==> config.mk <==
export PLATFORM = sky130hd
export DESIGN_NAME = apb_rw_regs
export DESIGN_NICKNAME = d
export VERILOG_FILES = /design/src/rtl/apb_rw_regs.sv
export SDC_FILE = /design/constraint.sdc
export NUM_CORES = 1
export LEC_CHECK = 0
export ABC_AREA = 1
export CORE_MARGIN = 10
export CORE_UTILIZATION = 41
export CTS_CLUSTER_DIAMETER = 50
export CTS_CLUSTER_SIZE = 25
export DETAILED_ROUTE_END_ITERATION = 8
export PLACE_DENSITY = 0.8
export SLEW_MARGIN = 30
export SYNTH_ARGS = -nofsm -noshare
export SYNTH_HDL_FRONTEND = slang
export SYNTH_SLANG_ARGS = --single-unit
==> constraint.sdc <==
create_clock -name pclk_i -period 4.7 [get_ports pclk_i]
set_input_delay 1.41 -clock pclk_i [delete_from_list [all_inputs] [get_ports pclk_i]]
set_output_delay 1.41 -clock pclk_i [all_outputs]
set_load 0.02 [all_outputs]
==> src/rtl/apb_rw_regs.sv <==
// APB4 slave register file with byte strobes, read-only mask and hardware load port.
// Optional access-phase wait states enabled by defining APB_RW_REGS_WAIT_EN.
package apb_rw_regs_pkg;
  typedef struct packed {
    logic [31:0] paddr;
    logic [2:0]  pprot;
    logic        psel;
    logic        penable;
    logic        pwrite;
    logic [31:0] pwdata;
    logic [3:0]  pstrb;
  } apb_req_t;

  typedef struct packed {
    logic        pready;
    logic [31:0] prdata;
    logic        pslverr;
  } apb_resp_t;
endpackage

module apb_rw_regs #(
  parameter int unsigned NoApbRegs    = 32'd1,
  parameter int unsigned ApbAddrWidth = 32'd32,
  parameter int unsigned RegDataWidth = 32'd32,
  parameter logic [NoApbRegs-1:0] ReadOnly = '0,
  parameter logic [NoApbRegs-1:0][RegDataWidth-1:0] RegRstVal = '0,
  parameter int unsigned WaitCycles   = 32'd0,
  parameter type req_t  = apb_rw_regs_pkg::apb_req_t,
  parameter type resp_t = apb_rw_regs_pkg::apb_resp_t
) (
  input  logic                                     pclk_i,
  input  logic                                     preset_ni,
  input  req_t                                     req_i,
  output resp_t                                    resp_o,
  input  logic [ApbAddrWidth-1:0]                  base_addr_i,
  input  logic [NoApbRegs-1:0][RegDataWidth-1:0]   reg_d_i,
  input  logic [NoApbRegs-1:0]                     reg_load_i,
  output logic [NoApbRegs-1:0][RegDataWidth-1:0]   reg_q_o,
  output logic [NoApbRegs-1:0]                     reg_wr_o
);

  localparam int unsigned DataW = $bits(req_i.pwdata);
  localparam logic [31:0] ErrData = 32'h0BAD_B10C;

  logic [ApbAddrWidth-1:0]                 offset;
  logic [ApbAddrWidth-1:0]                 word_idx;
  logic [NoApbRegs-1:0]                    hit_vec;
  logic                                    hit;
  logic                                    ro_hit;
  logic [DataW-1:0]                        rdata;
  logic                                    access;
  logic                                    ready;
  logic                                    err;
  logic                                    wr_ok;
  logic [NoApbRegs-1:0][RegDataWidth-1:0]  reg_next;
  logic [NoApbRegs-1:0]                    wr_next;

  assign offset   = req_i.paddr - base_addr_i;
  assign word_idx = offset >> 2;
  assign access   = req_i.psel & req_i.penable;

  // Decode by comparing against every register index, so no out-of-range selects occur.
  always_comb begin
    hit_vec = '0;
    ro_hit  = 1'b0;
    rdata   = '0;
    for (int i = 0; i < NoApbRegs; i++) begin
      if ((req_i.paddr >= base_addr_i) && (word_idx == ApbAddrWidth'(i))) begin
        hit_vec[i] = 1'b1;
        ro_hit     = ReadOnly[i];
        rdata      = DataW'(reg_q_o[i]);
      end
    end
  end

  assign hit   = |hit_vec;
  assign err   = ~hit | (req_i.pwrite & ro_hit);
  assign wr_ok = access & ready & req_i.pwrite & ~err;

`ifdef APB_RW_REGS_WAIT_EN
  localparam int unsigned CntW = (WaitCycles > 0) ? $clog2(WaitCycles + 1) : 1;
  logic [CntW-1:0] wait_cnt;

  assign ready = access & (wait_cnt == CntW'(WaitCycles));

  always_ff @(posedge pclk_i or negedge preset_ni) begin
    if (!preset_ni) begin
      wait_cnt <= '0;
    end else if (!req_i.psel || ready) begin
      wait_cnt <= '0;
    end else if (access) begin
      wait_cnt <= wait_cnt + 1'b1;
    end
  end
`else
  assign ready = access;
`endif

  always_comb begin
    resp_o         = '0;
    resp_o.pready  = ready;
    resp_o.pslverr = req_i.psel & err;
    if (req_i.psel) begin
      resp_o.prdata = err ? DataW'(ErrData) : rdata;
    end
  end

  // Hardware load is applied last so it overrides an APB write and suppresses its pulse.
  always_comb begin
    reg_next = reg_q_o;
    wr_next  = '0;
    for (int i = 0; i < NoApbRegs; i++) begin
      if (wr_ok && hit_vec[i]) begin
        for (int k = 0; k < RegDataWidth; k++) begin
          if (req_i.pstrb[k/8]) reg_next[i][k] = req_i.pwdata[k];
        end
        wr_next[i] = 1'b1;
      end
      if (reg_load_i[i]) begin
        reg_next[i] = reg_d_i[i];
        wr_next[i]  = 1'b0;
      end
    end
  end

  always_ff @(posedge pclk_i or negedge preset_ni) begin
    if (!preset_ni) begin
      reg_q_o  <= RegRstVal;
      reg_wr_o <= '0;
    end else begin
      reg_q_o  <= reg_next;
      reg_wr_o <= wr_next;
    end
  end

  logic unused_bits;
  assign unused_bits = ^{req_i.pprot, offset[1:0]};

endmodule

# --- Word-level counts from Yosys, hierarchy flattened ---
# Cells that the tools add are included.
# W data, S select, Z words.
totals:
  input_bits: 141
  out_inout_bits: 67
  register_bits: 33
  word_cells: 64
op_classes:
  bitwise_logic: 5
  n_addsub: 1
  n_reduce_logical: 12
  order_cmp: 1
  mux: 40
ops:
  columns: ["cell", "count"]
  rows:
  - ["$mux W32", 5]
  - ["$mux W1", 35]
  - ["$ge A32 B32 Y1", 1]
  - ["$logic_not A32 Y1", 1]
  - ["$sub A32 B32 Y32", 1]
  - ["$reduce_bool A2 Y1", 5]
  - ["$reduce_and A2 Y1", 4]
  - ["$and A1 B1 Y1", 4]
  - ["$logic_and A1 B1 Y1", 2]
  - ["$not A1 Y1", 1]

# --- Logic depth before layout (Yosys ltp) ---
depth:
  ltp_word: 8
  ltp_mapped: 23
  ltp_nobuf: 23

# --- Worst setup path after synthesis ---
# Ideal clock, no wire load.
synth_timing:
  kind: "input to output"
  from: "input port base_addr_i[12]"
  to: "output port resp_o[11] (netlist bit)"
  arrival_time_ns: 3.467
  path_buffers: 1
  required_ns: 3.290
  path_slack_ns: -0.177
  path_stages: 18
  path_cell_list: "inv_1 ha_1 nand2_2 inv_2 nand2_1 inv_1 a21oi_1 nand2_1 nand2_1 nand2_1 nor3b_1 nand3_1 nor2_1 nand2_1 nor2_1 nand3_2 buf_6 nor2_2"
synth_rtl:
  columns: ["element", "line", "text"]
  rows:
  - ["start, declared", "35", "input logic [ApbAddrWidth-1:0] base_addr_i,"]
  - ["end, declared", "34", "output resp_t resp_o,"]

==> metrics.txt <==
H-Tree Level Count 2; Startpoint Class input port; Fillers between 600 and 700; setup TNS -22210 ps; Post-Synth XOR/XNOR Area 0.008629; Slew headroom 0.6163; Pwr Density ~200 nW/um^2; Synth Area in Adders 0.07890; register clock-pin slew on the reported worst setup and hold paths ~60 ps; largest family of logic cells by synthesized area simple AND/OR/NAND/NOR gates; syn nets 1131; Worst Path Arrival between 4000 and 5000 ps; Multi-input gate area 5430 sq um; MaxCap Viol Count 0; Initial Utilization 0.4207; Final Wtd Congestion approximately 0.94; PnR Total Power 2022 uW; port buffer count 204; Std-Cell Rows 40; Slew @ Worst Pin approximately 570 ps; fmax approximately 180 MHz; via/cell ratio a little under 6; worst min path class reg -> reg; Slowest-stage cell, CP ha_4; Final setup viols 33; first-pass GRT wire length 35870 um; Req. time, crit path ~3300 ps; final setup margin -735.3 ps; Clk network pwr share 0.183; Cells after Synth 958; Largest stage delay, worst path 280 ps; Sink Count 33; Leak ~0.0054 uW; Max Buffers Root-to-Sink 2; Setup CP Type in -> out; crit path capture type output pin; full die area around 17000 sq um; antenna viol nets, final 0; RSZ-0062 raised after global routing true; Worst IR Drop VDD between 0.1 and 0.15 mV; DRT Wirelength between 30000 and 40000 um; Syn Area/Cell 5.297 sq um; dpl hpwl 16150 um; core area 12060 sq um; Max Slew Vio Count 0; Synth Area in Simple Gates 0.5582; sw frac 0.4499; crit-path most repeated cell nand2_4; internal power 1112 uW; Unique masters post-synth 36; WL/cell 21.48 um; part of the power in registers 0.170; DRC 1; # diodes 0; post-synthesis mux area share 0; Post-Syn Area ~5100 sq um; Yosys warning total 0; crit path time final 5435 ps; Die Y between 100 and 150 um; Worst-Skew Late Latency 280 ps; P_sw approximately 910 uW; CTS tree done; compound-cell area share of the yosys netlist 0.03427; outcome finished with violations; Initial DRT Pass Iterations 9; Total GRT Usage 0.2460; pin count of the biggest net entering global routing 35; vias in the first global route 7208; TritonCTS Buffers 5; combinational share of power 0.647; 1st-iter DRT viols ~1200; crit path from base_addr_i[11]; Final Hold Fails 0; Worst R2R Start reg_q_o[22]; Seq cells post-synth 33; placed cells 1390; Area Growth Syn to Fin 102.7%; die width 131.3 um; initial antenna violation count 0; Reg area 825.8 sq um; via total after detailed routing between 8000 and 9000; number of synthesized flops with an enable pin 0; HP Start reg_q_o[24]; grt total ovfl 0; CTS root buffer clkbuf_16; Final Cycle Share 1.156; fraction of registers with async set/reset 1.000; Ports roughly 210; final std cells w/o fill about 1400; failing checks design-rule violations, negative setup slack; critical path fanouts, max 5; crit-path cells clkbuf_2 > inv_2 > ha_4 > nand2_4 > inv_4 > nand2_4 > nand2_4 > buf_4 > nand2_2 > nand2_2 > a21oi_4 > xor2_2 > buf_4 > nand4_1 > nor2_2 > nand3_4 > clkbuf_16 > nor2_4 > buf_6; layout cells sized above 1 0.4815; Post-Route Skew 0 ps; Nets between 1000 and 1500; Top FF cell, synth dfrtp_1; Seq/Total Area, Yosys 0.1627
-- worst max-delay path: cells and delay by family --
kind | cells | cell delay (ps)
AOI/OAI and AO/OA | 1 | 190
buffers and inverters | 7 | 860
adders and majority gates | 1 | 280
xor gates and xnor gates | 1 | 210
and+or+nand+nor | 9 | 1060
-- cell usage after synthesis, drive strengths merged, types with 2 or more instances --
cell type / instances / area (sq um)
nand2: 464 / 1797
inv: 190 / 713.2
nand3: 78 / 488.0
nor2: 75 / 350.3
dfrtp: 33 / 825.8
ha: 32 / 400.4
a21oi: 24 / 120.1
nand4: 13 / 81.33
clkbuf: 9 / 33.78
buf: 7 / 40.04
nand3b: 6 / 45.04
nor3: 4 / 25.02
o21ai: 4 / 23.77
and3: 3 / 18.77
clkinv: 3 / 11.26
xor2: 3 / 26.28
nor3b: 2 / 15.01
o21bai: 2 / 15.01
xnor2: 2 / 17.52
-- repair_timing --
| item | 4_1_cts | 5_1_grt |
|---|---|---|
| resized for setup | 529 | 314 |
| gates cloned | 1 | 3 |
| hold buffers | 0 | 0 |
| pin swaps | 103 | 179 |
| setup buffers | 15 | 24 |
| endpoints found under the setup margin | 33 | 33 |
-- kinds of logic (layout without fill, tap and decap cells) --
kind of cell	after synthesis	count (layout)
AO/OA/AOI/OAI	32	32
flip-flops	33	33
buffers and inverters	209	522
adder cells (fa/ha/maj)	32	32
XOR/XNOR	5	5
AND/OR/NAND/NOR	647	647
-- worst paths after layout --
path	endpoint	slack, ps	depth (start not counted)
setup / recovery	resp_o[23]	-740	19
hold / removal	reg_q_o[24]	540	2
setup reg to reg	reg_q_o[22]	3960	2
hold reg to reg	reg_q_o[24]	540	2
max in group asynchronous	reg_q_o[5]	2830	2
min in group asynchronous	reg_q_o[10]	1540	2
-- area by class of cell --
class	count	share of cell area
inverters	193	0.07530
flip-flops and latches	33	0.08028
repair buffers	322	0.2805
multi-input cells	716	0.5279
clock inverters	2	0.003406
well taps	168	0.02044
clock buffers	5	0.01216
-- power groups by stage --
stage	combinational, uW	sequential [uW]	clock (uW)
CTS	1020	342	370
global placement	848	345	0
global route	1370	347	389
detailed placement	860	344	0
finish	1310	344	371
floorplan	431	374	0
-- sequential cells by signal (all words and copies together) (netlist names) --
name	count
reg_q_o	32
reg_wr_o	1
-- through the flow --
step	util	cell area (sq um)	hold slack, ps	setup slack (ps)
floorplan	-	5434	634.5	-12.48
global placement	0.6796	8197	517.6	-1318
detailed placement	0.6796	8197	524.9	-1402
CTS	0.7745	9341	540.4	-490.5
global route	0.8528	10290	562.3	-854.6
finish	0.8528	10290	543.3	-735.3
-- layout by cell type, fill, tap and decap left out, drive strengths merged --
master / Yosys / layout
nand2: 464 / 464
inv: 190 / 191
buf: 7 / 158
clkdlybuf4s50: 0 / 107
nand3: 78 / 78
nor2: 75 / 75
clkbuf: 9 / 43
dfrtp: 33 / 33
ha: 32 / 32
a21oi: 24 / 24
nand4: 13 / 13
clkdlybuf4s15: 0 / 11
nand3b: 6 / 6
dlygate4sd2: 0 / 5
nor3: 4 / 4
o21ai: 4 / 4
clkinv: 3 / 3
dlymetal6s2s: 0 / 3
and3: 3 / 3
xor2: 3 / 3
xnor2: 2 / 2
nor3b: 2 / 2
o21bai: 2 / 2
o211ai: 1 / 1
a21o: 1 / 1
nor4: 1 / 1
and2: 1 / 1
bufinv: 0 / 1
-- metal layers --
layer	global-route usage	vias to the layer above	share of wire
li1	-	3514	-
met1	0.2661	3714	0.33
met2	0.4572	759	0.47
met3	0.05335	310	0.11
met4	0.08838	0	0.090
met5	0	-	0
No activity file was read; power rests on OpenSTA's default activity.
